==> src/rtl/cosine_stream_ctrl.sv <==
// Flow-control wrapper for a pipelined cosine core that carries no valid signal.
// It tags samples in flight, buffers results in a FIFO, and only issues an angle when a result slot is guaranteed.
module cosine_stream_ctrl #(
    parameter int LATENCY = 2,
    parameter int DEPTH   = 4
) (
    input  logic        clk,
    input  logic        reset,
    input  logic        clk_en,
    input  logic        in_valid,
    output logic        in_ready,
    input  logic [31:0] in_angle,
    output logic [31:0] core_angle,
    output logic        core_clk_en,
    input  logic [31:0] core_result,
    output logic        out_valid,
    input  logic        out_ready,
    output logic [31:0] out_result,
    output logic        busy,
    output logic        flush_err
);

    localparam int AW = $clog2(DEPTH);
    localparam int CW = AW + 1;

    logic [LATENCY-1:0] r_tag;
    logic [LATENCY-1:0] w_tag_next;
    logic [CW-1:0]      r_inflight;
    logic [CW-1:0]      r_count;
    logic [AW-1:0]      r_rd_ptr;
    logic [AW-1:0]      r_wr_ptr;
    logic               r_flush_err;
    logic [31:0]        r_fifo [DEPTH];

    logic [CW-1:0]      w_credit;
    logic               w_accept;
    logic               w_push;
    logic               w_pop;

    // Slots already promised: buffered results plus samples still inside the core.
    assign w_credit    = r_count + r_inflight;
    assign in_ready    = clk_en & ~reset & (w_credit < CW'(DEPTH));
    assign w_accept    = in_valid & in_ready;
    assign w_push      = clk_en & r_tag[LATENCY-1];
    assign out_valid   = (r_count != '0);
    assign w_pop       = out_valid & out_ready;
    assign out_result  = out_valid ? r_fifo[r_rd_ptr] : 32'h0;
    assign busy        = (r_inflight != '0) | (r_count != '0);
    assign flush_err   = r_flush_err;
    assign core_angle  = in_angle;
    assign core_clk_en = clk_en;

    assign w_tag_next[0] = w_accept;
    generate
        for (genvar gi = 1; gi < LATENCY; gi++) begin : g_tag
            assign w_tag_next[gi] = r_tag[gi-1];
        end
    endgenerate

    always_ff @(posedge clk or posedge reset) begin
        if (reset) begin
            r_tag       <= '0;
            r_inflight  <= '0;
            r_flush_err <= 1'b0;
        end else if (!clk_en) begin
            // The core clears its pipeline, so every tagged sample is gone.
            r_tag       <= '0;
            r_inflight  <= '0;
            r_flush_err <= r_flush_err | (r_inflight != '0);
        end else begin
            r_tag <= w_tag_next;
            case ({w_accept, w_push})
                2'b10:   r_inflight <= r_inflight + CW'(1);
                2'b01:   r_inflight <= r_inflight - CW'(1);
                default: r_inflight <= r_inflight;
            endcase
        end
    end

    always_ff @(posedge clk or posedge reset) begin
        if (reset) begin
            r_count  <= '0;
            r_rd_ptr <= '0;
            r_wr_ptr <= '0;
        end else begin
            if (w_push) begin
                r_wr_ptr <= r_wr_ptr + AW'(1);
            end
            if (w_pop) begin
                r_rd_ptr <= r_rd_ptr + AW'(1);
            end
            case ({w_push, w_pop})
                2'b10:   r_count <= r_count + CW'(1);
                2'b01:   r_count <= r_count - CW'(1);
                default: r_count <= r_count;
            endcase
        end
    end

    always_ff @(posedge clk) begin
        if (w_push) begin
            r_fifo[r_wr_ptr] <= core_result;
        end
    end

endmodule
==> config.mk <==
export PLATFORM = sky130hd
export DESIGN_NAME = cosine_stream_ctrl
export DESIGN_NICKNAME = d
export VERILOG_FILES = /design/src/rtl/cosine_stream_ctrl.sv
export SDC_FILE = /design/constraint.sdc
export NUM_CORES = 1
export LEC_CHECK = 0
export ABC_AREA = 0
export CAP_MARGIN = 25
export CORE_MARGIN = 1
export CORE_UTILIZATION = 50
export DETAILED_ROUTE_END_ITERATION = 12
export HOLD_SLACK_MARGIN = 0.02
export PLACE_DENSITY = 0.81
export SLEW_MARGIN = 30
export SYNTH_ARGS = -nofsm -noshare
export SYNTH_HDL_FRONTEND = slang
export SYNTH_SLANG_ARGS = --single-unit
==> constraint.sdc <==
create_clock -name clk -period 3.5 [get_ports clk]
set_clock_uncertainty 0.2 [all_clocks]
set_input_delay 0.35 -clock clk [delete_from_list [all_inputs] [get_ports clk]]
set_output_delay 0.35 -clock clk [all_outputs]
set_load 0.05 [all_outputs]
# Word-level counts from Yosys, hierarchy flattened
# Memories as Yosys holds them, arrays and structs flattened.
# Index checks and enable logic that the tools add are counted.
# totals
inputBits	69
wordCells	38
mem_bits_rw	128
output_inout_bits	69
latch_bits	0
memories	1
ff_bits	13
mem_bits_ro	0
# mem_list
name	words	width	read_ports	rd_clocked_by_memory_dff	wr	line_no	rtl
r_fifo	4	32	1	0	1	33	logic [31:0] r_fifo [DEPTH];
# classes
bitwise	8
n_div	0
add_sub_neg	7
n_reduce_logical	3
order_cmp	1
n_mux	7
n_eq_ne	5
n_mul	0
n_shift	0
# ops
operator	n
32-bit two-way mux	1
3-bit one-hot mux with 2 select lines	2
3-bit by 1-bit adder with 3-bit output (second input constant)	2
3-bit nonzero test	2
3-bit by 1-bit subtractor with 3-bit output (second input constant)	2
1-bit AND	5
2-bit by 1-bit adder with 2-bit output (second input constant)	2
2-bit by 1-bit == test with 1-bit output (second input constant)	2
2-bit == test (second input constant)	2
3-bit adder	1
3-bit less-than comparator (second input constant)	1
3-bit two-way mux	1
3-bit by 1-bit != test with 1-bit output (second input constant)	1
1-bit two-way mux	2
2-bit two-way mux	1
1-bit OR	2
2-bit nonzero test	1
1-bit inverter	1

# Logic depth before layout (Yosys ltp)
# depth
word_depth	7
depth_mapped	9
mapped_depth_nobuf	9

# Worst setup path before layout
# Ideal clock, no wire load.
# synth_path
path_kind	register to output
from	reg r_inflight[1]
to	out in_ready
slack_ps	813
required_ps	2950
n_path_buf	0
t_arrival_ps	2137
stages_incl_launch_ff	5
path_cell_list	dfrtp_1 ha_1 a31oi_1 xnor2_1 nor3b_1
# synth_via
elab_chain_cells	3
# synth_rtl
element	line_no	rtl
from (decl)	28	logic [CW-1:0] r_inflight;
from (signal assigned)	73	2'b10: r_inflight <= r_inflight + CW'(1);
from (signal assigned)	74	2'b01: r_inflight <= r_inflight - CW'(1);
from (signal assigned)	75	default: r_inflight <= r_inflight;
3-bit adder	41	assign w_credit = r_count + r_inflight;
3-bit less-than comparator	42	assign in_ready = clk_en & ~reset & (w_credit < CW'(DEPTH));
1-bit AND	42	
to (decl)	11	output logic in_ready,
# No other way between the ends.

# Final worst setup path
# layout_path
from	reg r_rd_ptr[0]
to	out out_result[13]
# layout_via
elab_chain_cells	2
# layout_rtl
element	line_no	rtl
from (decl)	30	logic [AW-1:0] r_rd_ptr;
from (signal assigned)	90	r_rd_ptr <= r_rd_ptr + AW'(1);
memory read 4 x 32 bit	n/a	
32-bit two-way mux	47	assign out_result = out_valid ? r_fifo[r_rd_ptr] : 32'h0;
to (decl)	18	output logic [31:0] out_result,
# No other way between the ends.

==> summary.txt <==
Outcome
  – Outcome: finished clean

Placed design
  – Detail Placement HPWL: 6.01 mm
  – RePlAce Congestion: 0.677
  – PortBufs: 73
  – Area after DPL: about 0.0065 mm2

Power
  – Switching share of total power: 0.352
  – Psw: 2.23 mW
  – Clock share of power: 0.300
  – Comb power frac: 0.385
  – VDD IR-drop max: ~0.00056 V
  – Int Power: 4.10 mW
  – Power density cells: roughly 900 mW/mm2
  – Sequential share of power: 0.315
  – Design Power: between 6 and 7 mW
  – Leakage power: roughly 2.4 nW

Logic synthesis
  – Post-synthesis compound-gate area fraction: 0.00236
  – Cell count after synthesis: between 300 and 400
  – Number of enable flip-flop cells after synthesis: approximately 130
  – Simple-Gate Fraction of Synth Area: 0.0573
  – Adder-Cell Fraction of Synth Area: 0.0197
  – Largest family of logic cells by synthesized area: multiplexers
  – Top cells by area, synth: edfxtp_1, mux4_2, dfrtp_1
  – Commonest cells post-synth: edfxtp_1, buf_4, and2_1
  – Main synth FF type: edfxtp_1
  – Post-Synth XOR/XNOR Area: 0.0148
  – Syn Std Cell Area: just under 0.006 mm2
  – Synth Area per Inst: roughly 19 um2
  – Async set or reset register ratio after synthesis: 0.0922
  – Syn Nets: 382
  – Count leader, synth: edfxtp_1
  – Mux share of post-synthesis cell area: 0.134
  – Count of cell types in the netlist: 25
  – Yosys synthesis warning count: 0
  – Yosys top cell area share: 0.659
  – Dominant cell type by area after synthesis: edfxtp_1
  – Synthesized flop and latch total: ~140
  – Post-synthesis sequential area ratio: 0.715

GRT
  – Largest net degree at the start of global routing: 36
  – Vias in the first global route: between 2,000 and 3,000
  – GRT Resource Usage Total: 0.180
  – Residual overflow from global routing: 0
  – Antenna violations before repair: 0
  – Global-route wire length before repair: 15.3 mm

Final layout
  – Final Cell Area: 0.00712 mm2
  – Fill cell count: 808
  – FF+latch area: between 0.004 and 0.005 mm2
  – Nets@finish: 434
  – Area delta synth->final: 22.1%
  – Share of cells above drive strength 1: 0.214
  – Multi-input gate area: around 0.0013 mm2
  – Diode count: 0

STA
  – Final Critical Period: 3.18 ns
  – Worst slew margin: 0.390
  – Finish-stage setup viols: 0
  – Worst Tran Pin Value: 0.915 ns
  – Max Slew Vio Count: 0
  – Unrepaired setup endpoints after global routing: false
  – FMAX: roughly 310 MHz
  – Fin crit share: 0.908
  – Setup TNS: 0 ns
  – Final Hold Viols: 0

Clock network
  – Clock transition at path regs: approximately 0.060 ns
  – H-Tree Depth: 4
  – Clock Sinks: 141
  – CTS Buf Count: 17
  – Post-CTS setup buffer count: 0
  – Hold_buf cts: 0
  – Post-CTS sizing: 0
  – Worst skew pair latency: about 0.40 ns
  – Clock tree from TritonCTS: yes
  – CTS Buffer Depth: 2
  – Root buf cell: clkbuf_16

Setup path
  – Req. time, crit path: around 3.0 ns
  – Crit. End Element: primary output
  – CP max FO: 23
  – CP cell instances: buf_4 -> mux4_2 -> and2_1 -> clkdlybuf4s50_1
  – WP data arrival: about 2.6 ns
  – Startpoint Class: flip-flop
  – Slowest-stage cell, CP: clkdlybuf4s50_1
  – CP max stage delay: 0.71 ns
  – Critical path class: reg2out

Routing
  – Vias post-DR: between 2,000 and 3,000
  – Drt wl/cell: between 15 and 20 um
  – Via density per instance: 5.47
  – DRC: 0
  – First DRT Iteration DRCs: approximately 130
  – Final wirelength: 9.91 mm
  – Post-route ant nets: 0
  – TritonRoute pass-1 iters: 4

Floorplan
  – Die area: about 0.012 mm2
  – Initial Util: 0.513
  – IO Count: between 100 and 150
  – # rows: 39
  – Core Area: 0.0114 mm2
  – Die extent in x: ~110 um
  – Chip Height: 110 um

Min path
  – Hold crit path type: in2async

Run
  – Max-cap viol count: 0
worst max-delay path: cells and delay by family, from the launching register on:
family / cells / cell delay (ns)
buffers and inverters: 2 / 1.11
multiplexers: 1 / 0.55
flip-flops: 1 / 0.35
AND/OR/NAND/NOR: 1 / 0.19
sequential cells by signal, indices dropped and copies added (netlist names):
name	count
r_wr_ptr	2
r_fifo	128
r_tag	2
r_count	3
r_inflight	3
flush_err	1
r_rd_ptr	2
area by class of cell:
cell class / instances / area share
inverters: 6 / 0.00316
well taps: 143 / 0.0251
clock buffers: 18 / 0.0603
clock inverters: 14 / 0.0288
multi-input cells: 112 / 0.188
repair buffers: 79 / 0.109
flip-flops and latches: 141 / 0.586
power by group through the flow:
stage	Clock (mW)	Combinational [mW]	Sequential, mW
2_1_floorplan	0	1.88	1.99
3_3_place_gp	0	2.44	2.03
3_5_place_dp	0	2.46	2.03
4_1_cts	1.93	2.47	2.00
5_1_grt	2.00	2.59	2.01
6_report	1.90	2.44	2.00
cell families (layout without fill, tap and decap cells):
family | Yosys count | count (layout)
buffers and inverters | 52 | 117
multiplexers | 38 | 38
XOR/XNOR | 9 | 9
AND/OR/NAND/NOR | 55 | 55
adder cells (fa/ha/maj) | 8 | 8
AO/OA/AOI/OAI | 2 | 2
flip-flops | 141 | 141
layout by cell type, fill, tap and decap left out, types with 3 or more instances in the layout:
cell / n
edfxtp_1: 128
clkdlybuf4s50_1: 73
and2_1: 34
mux4_2: 32
clkbuf_16: 17
dfrtp_1: 11
nand2_1: 6
inv_1: 6
ha_1: 6
buf_4: 6
mux2i_1: 5
inv_6: 5
xor2_1: 4
xnor2_1: 4
and3_2: 4
bufinv_16: 4
nand2b_1: 3
clkinv_4: 3
final timing paths:
check	start	end	slack, ns	cells past startpoint
max	r_rd_ptr[0]$_DFFE_PP0P_	out_result[13]	0.32	4
min	reset	r_tag[0]$_DFF_PP0_	0.14	2
max reg2reg	r_inflight[1]$_DFFE_PP0P_	r_inflight[2]$_DFFE_PP0P_	0.80	9
min reg2reg	r_tag[0]$_DFF_PP0_	r_tag[1]$_DFF_PP0_	0.26	1
max in group asynchronous	reset	r_rd_ptr[0]$_DFFE_PP0P_	2.60	2
min in group clk	r_tag[0]$_DFF_PP0_	r_tag[1]$_DFF_PP0_	0.26	1
per-stage QoR:
step / util / std cells / hold WS, ns / setup slack, ns
after floorplan: - / 305 / 0.0270 / 0.813
after global placement: 0.570 / 481 / 0.244 / 0.629
after detailed placement: 0.570 / 481 / 0.254 / 0.719
after CTS: 0.626 / 513 / 0.146 / 0.262
after global routing: 0.626 / 513 / 0.183 / 0.182
final: 0.626 / 513 / 0.138 / 0.323
per-layer routing:
metal | share of wire | vias up | global-route usage
met2 | 0.50 | 88 | 0.290
li1 | - | 1237 | -
met3 | 0.057 | 37 | 0.0535
met1 | 0.41 | 1445 | 0.220
met4 | 0.030 | 0 | 0.0981
met5 | 0 | - | 0
Note: power is estimated with default switching activity, not from simulation.
==> edit, RTL diff (same settings) <==
Set the parameter `DEPTH` to 2 (it was 4).
--- a/src/rtl/cosine_stream_ctrl.sv
+++ b/src/rtl/cosine_stream_ctrl.sv
@@ -3,5 +3,5 @@
 module cosine_stream_ctrl #(
     parameter int LATENCY = 2,
-    parameter int DEPTH   = 4
+    parameter int DEPTH   = 2
 ) (
     input  logic        clk,
Function: changed (a bounded check fails within 4 cycles, from zero or initial values and one cycle with reset high).
==> edit against the original RTL <==
  * Area after synthesis is 46% lower
  * Synthesized cell count decreased by 29%
  * First-iteration DRC count fell by 21%
  * Power is 48% lower
  * Clock power fell by 66%
  * Sequential power decreased by 44%
  * Largest power group unchanged
  * Design area down 45%
  * Highest routed layer unchanged
  * Core utilization is 2.7 points higher
  * Critical endpoint is now out_result[16]
  * Routed wire length shrank 41%
  * Sequential cell count decreased by 68
  * Setup slack better by 0.10 ns
  * Die area fell by 45%
==> edit: results (changes against the original RTL) <==
GRT
  – Global Route Usage Sum: 18.5% (+0.49 points)
  – Number of global-route vias before repair: 1,666 (-43%)
  – Wire length of the first global-routing pass: 8.52 mm (-44%)

Clock network
  – Insertion delay of the later-clocked pin in the worst-skew pair: 0.33 ns (-0.07 ns)
  – CTS Buf Count: 9 (-8)
  – # H-tree levels: 3 (-1)

Finish
  – # nets final: 332 (-24%)
  – Count of non-filler cells in the finished layout: 342 (-33%)
  – Number of flip-flops in the largest register: 64 (-50%)

Placement
  – Post-detailed-placement half-perimeter wirelength: 4.00 mm (-33%)
  – Worst slack at placement: 0.757 ns (+0.0381 ns)
  – Weighted congestion at the end of routability-driven global placement: 0.743 (+9.7%)

Worst setup path
  – Last element of the critical path: out_result[16]
  – RR Startpoint: r_count[0]$_DFFE_PP0P_
  – Depth of the worst register-to-register path: 6 (-3)
  – FF-to-FF setup slack: 1.34 ns (+0.54 ns)
  – CP max FO: 25 (+8.7%)
  – Slowest cell on the critical path: dfrtp_2
  – Capturing point of the worst reg2reg path: r_count[1]$_DFFE_PP0P_

Timing
  – Post-layout worst setup margin: 0.427 ns (+0.104 ns)
  – WHS: 0.143 ns (+0.00556 ns)

Logic synthesis
  – Area share of fa/ha/maj cells after synthesis: 0.397% (-1.6 points)
  – Cell count after synthesis: 218 (-29%)
  – Xor and xnor area share after synthesis: 2.23% (+0.75 points)
  – EDFF count, synth: 64 (-50%)
  – Count of cell types in the netlist: 26 (+4.0%)
  – Asr flop ratio synth: 12.3% (+3.1 points)
  – Top post-synthesis cells by area: edfxtp_1 (61%), mux2i_1 (10%), buf_4 (7.9%)
  – Synth cell count leaders: edfxtp_1 (64), nor2_1 (37), buf_4 (33), mux2i_1 (32), dfrtp_1 (9)

Pwr
  – IR Drop Worst-Case VDD: 566 µV (+1.1%)
  – Static leakage: 1.44 nW (-41%)

Detailed routing
  – Via density per instance: 5.08 (-7.1%)
  – Total wire length: 5.85 mm (-41%)

Status
  – Status: completed
-- edit: layer usage --
metal / wire [µm] / vias up / global-route usage (%)
li1: - / 819 / -
met1: 2180 / 823 / 21.9
met2: 2940 / 71 / 28.6
met3: 426 / 26 / 4.16
met4: 301 / 0 / 15.5
met5: 0 / - / 0
-- edit: where the power goes --
group | switching (W) | total (W) | internal [W]
combinational | 0.000998 | 0.00155 | 0.000552
clock | 0.000310 | 0.000638 | 0.000328
sequential | 0.000128 | 0.00112 | 0.000992
total | 0.00144 | 0.00331 | 0.00187
-- edit: layout make-up --
class | count | area [µm²] | area share (%)
tap | 75 | 93.8 | 2.40
inverter | 2 | 7.51 | 0.192
sequential | 73 | 2150 | 54.9
multi-input combinational | 100 | 702 | 17.9
clock buffer | 9 | 124 | 3.17
timing repair buffer | 76 | 766 | 19.6
clock inverter | 7 | 70.1 | 1.79
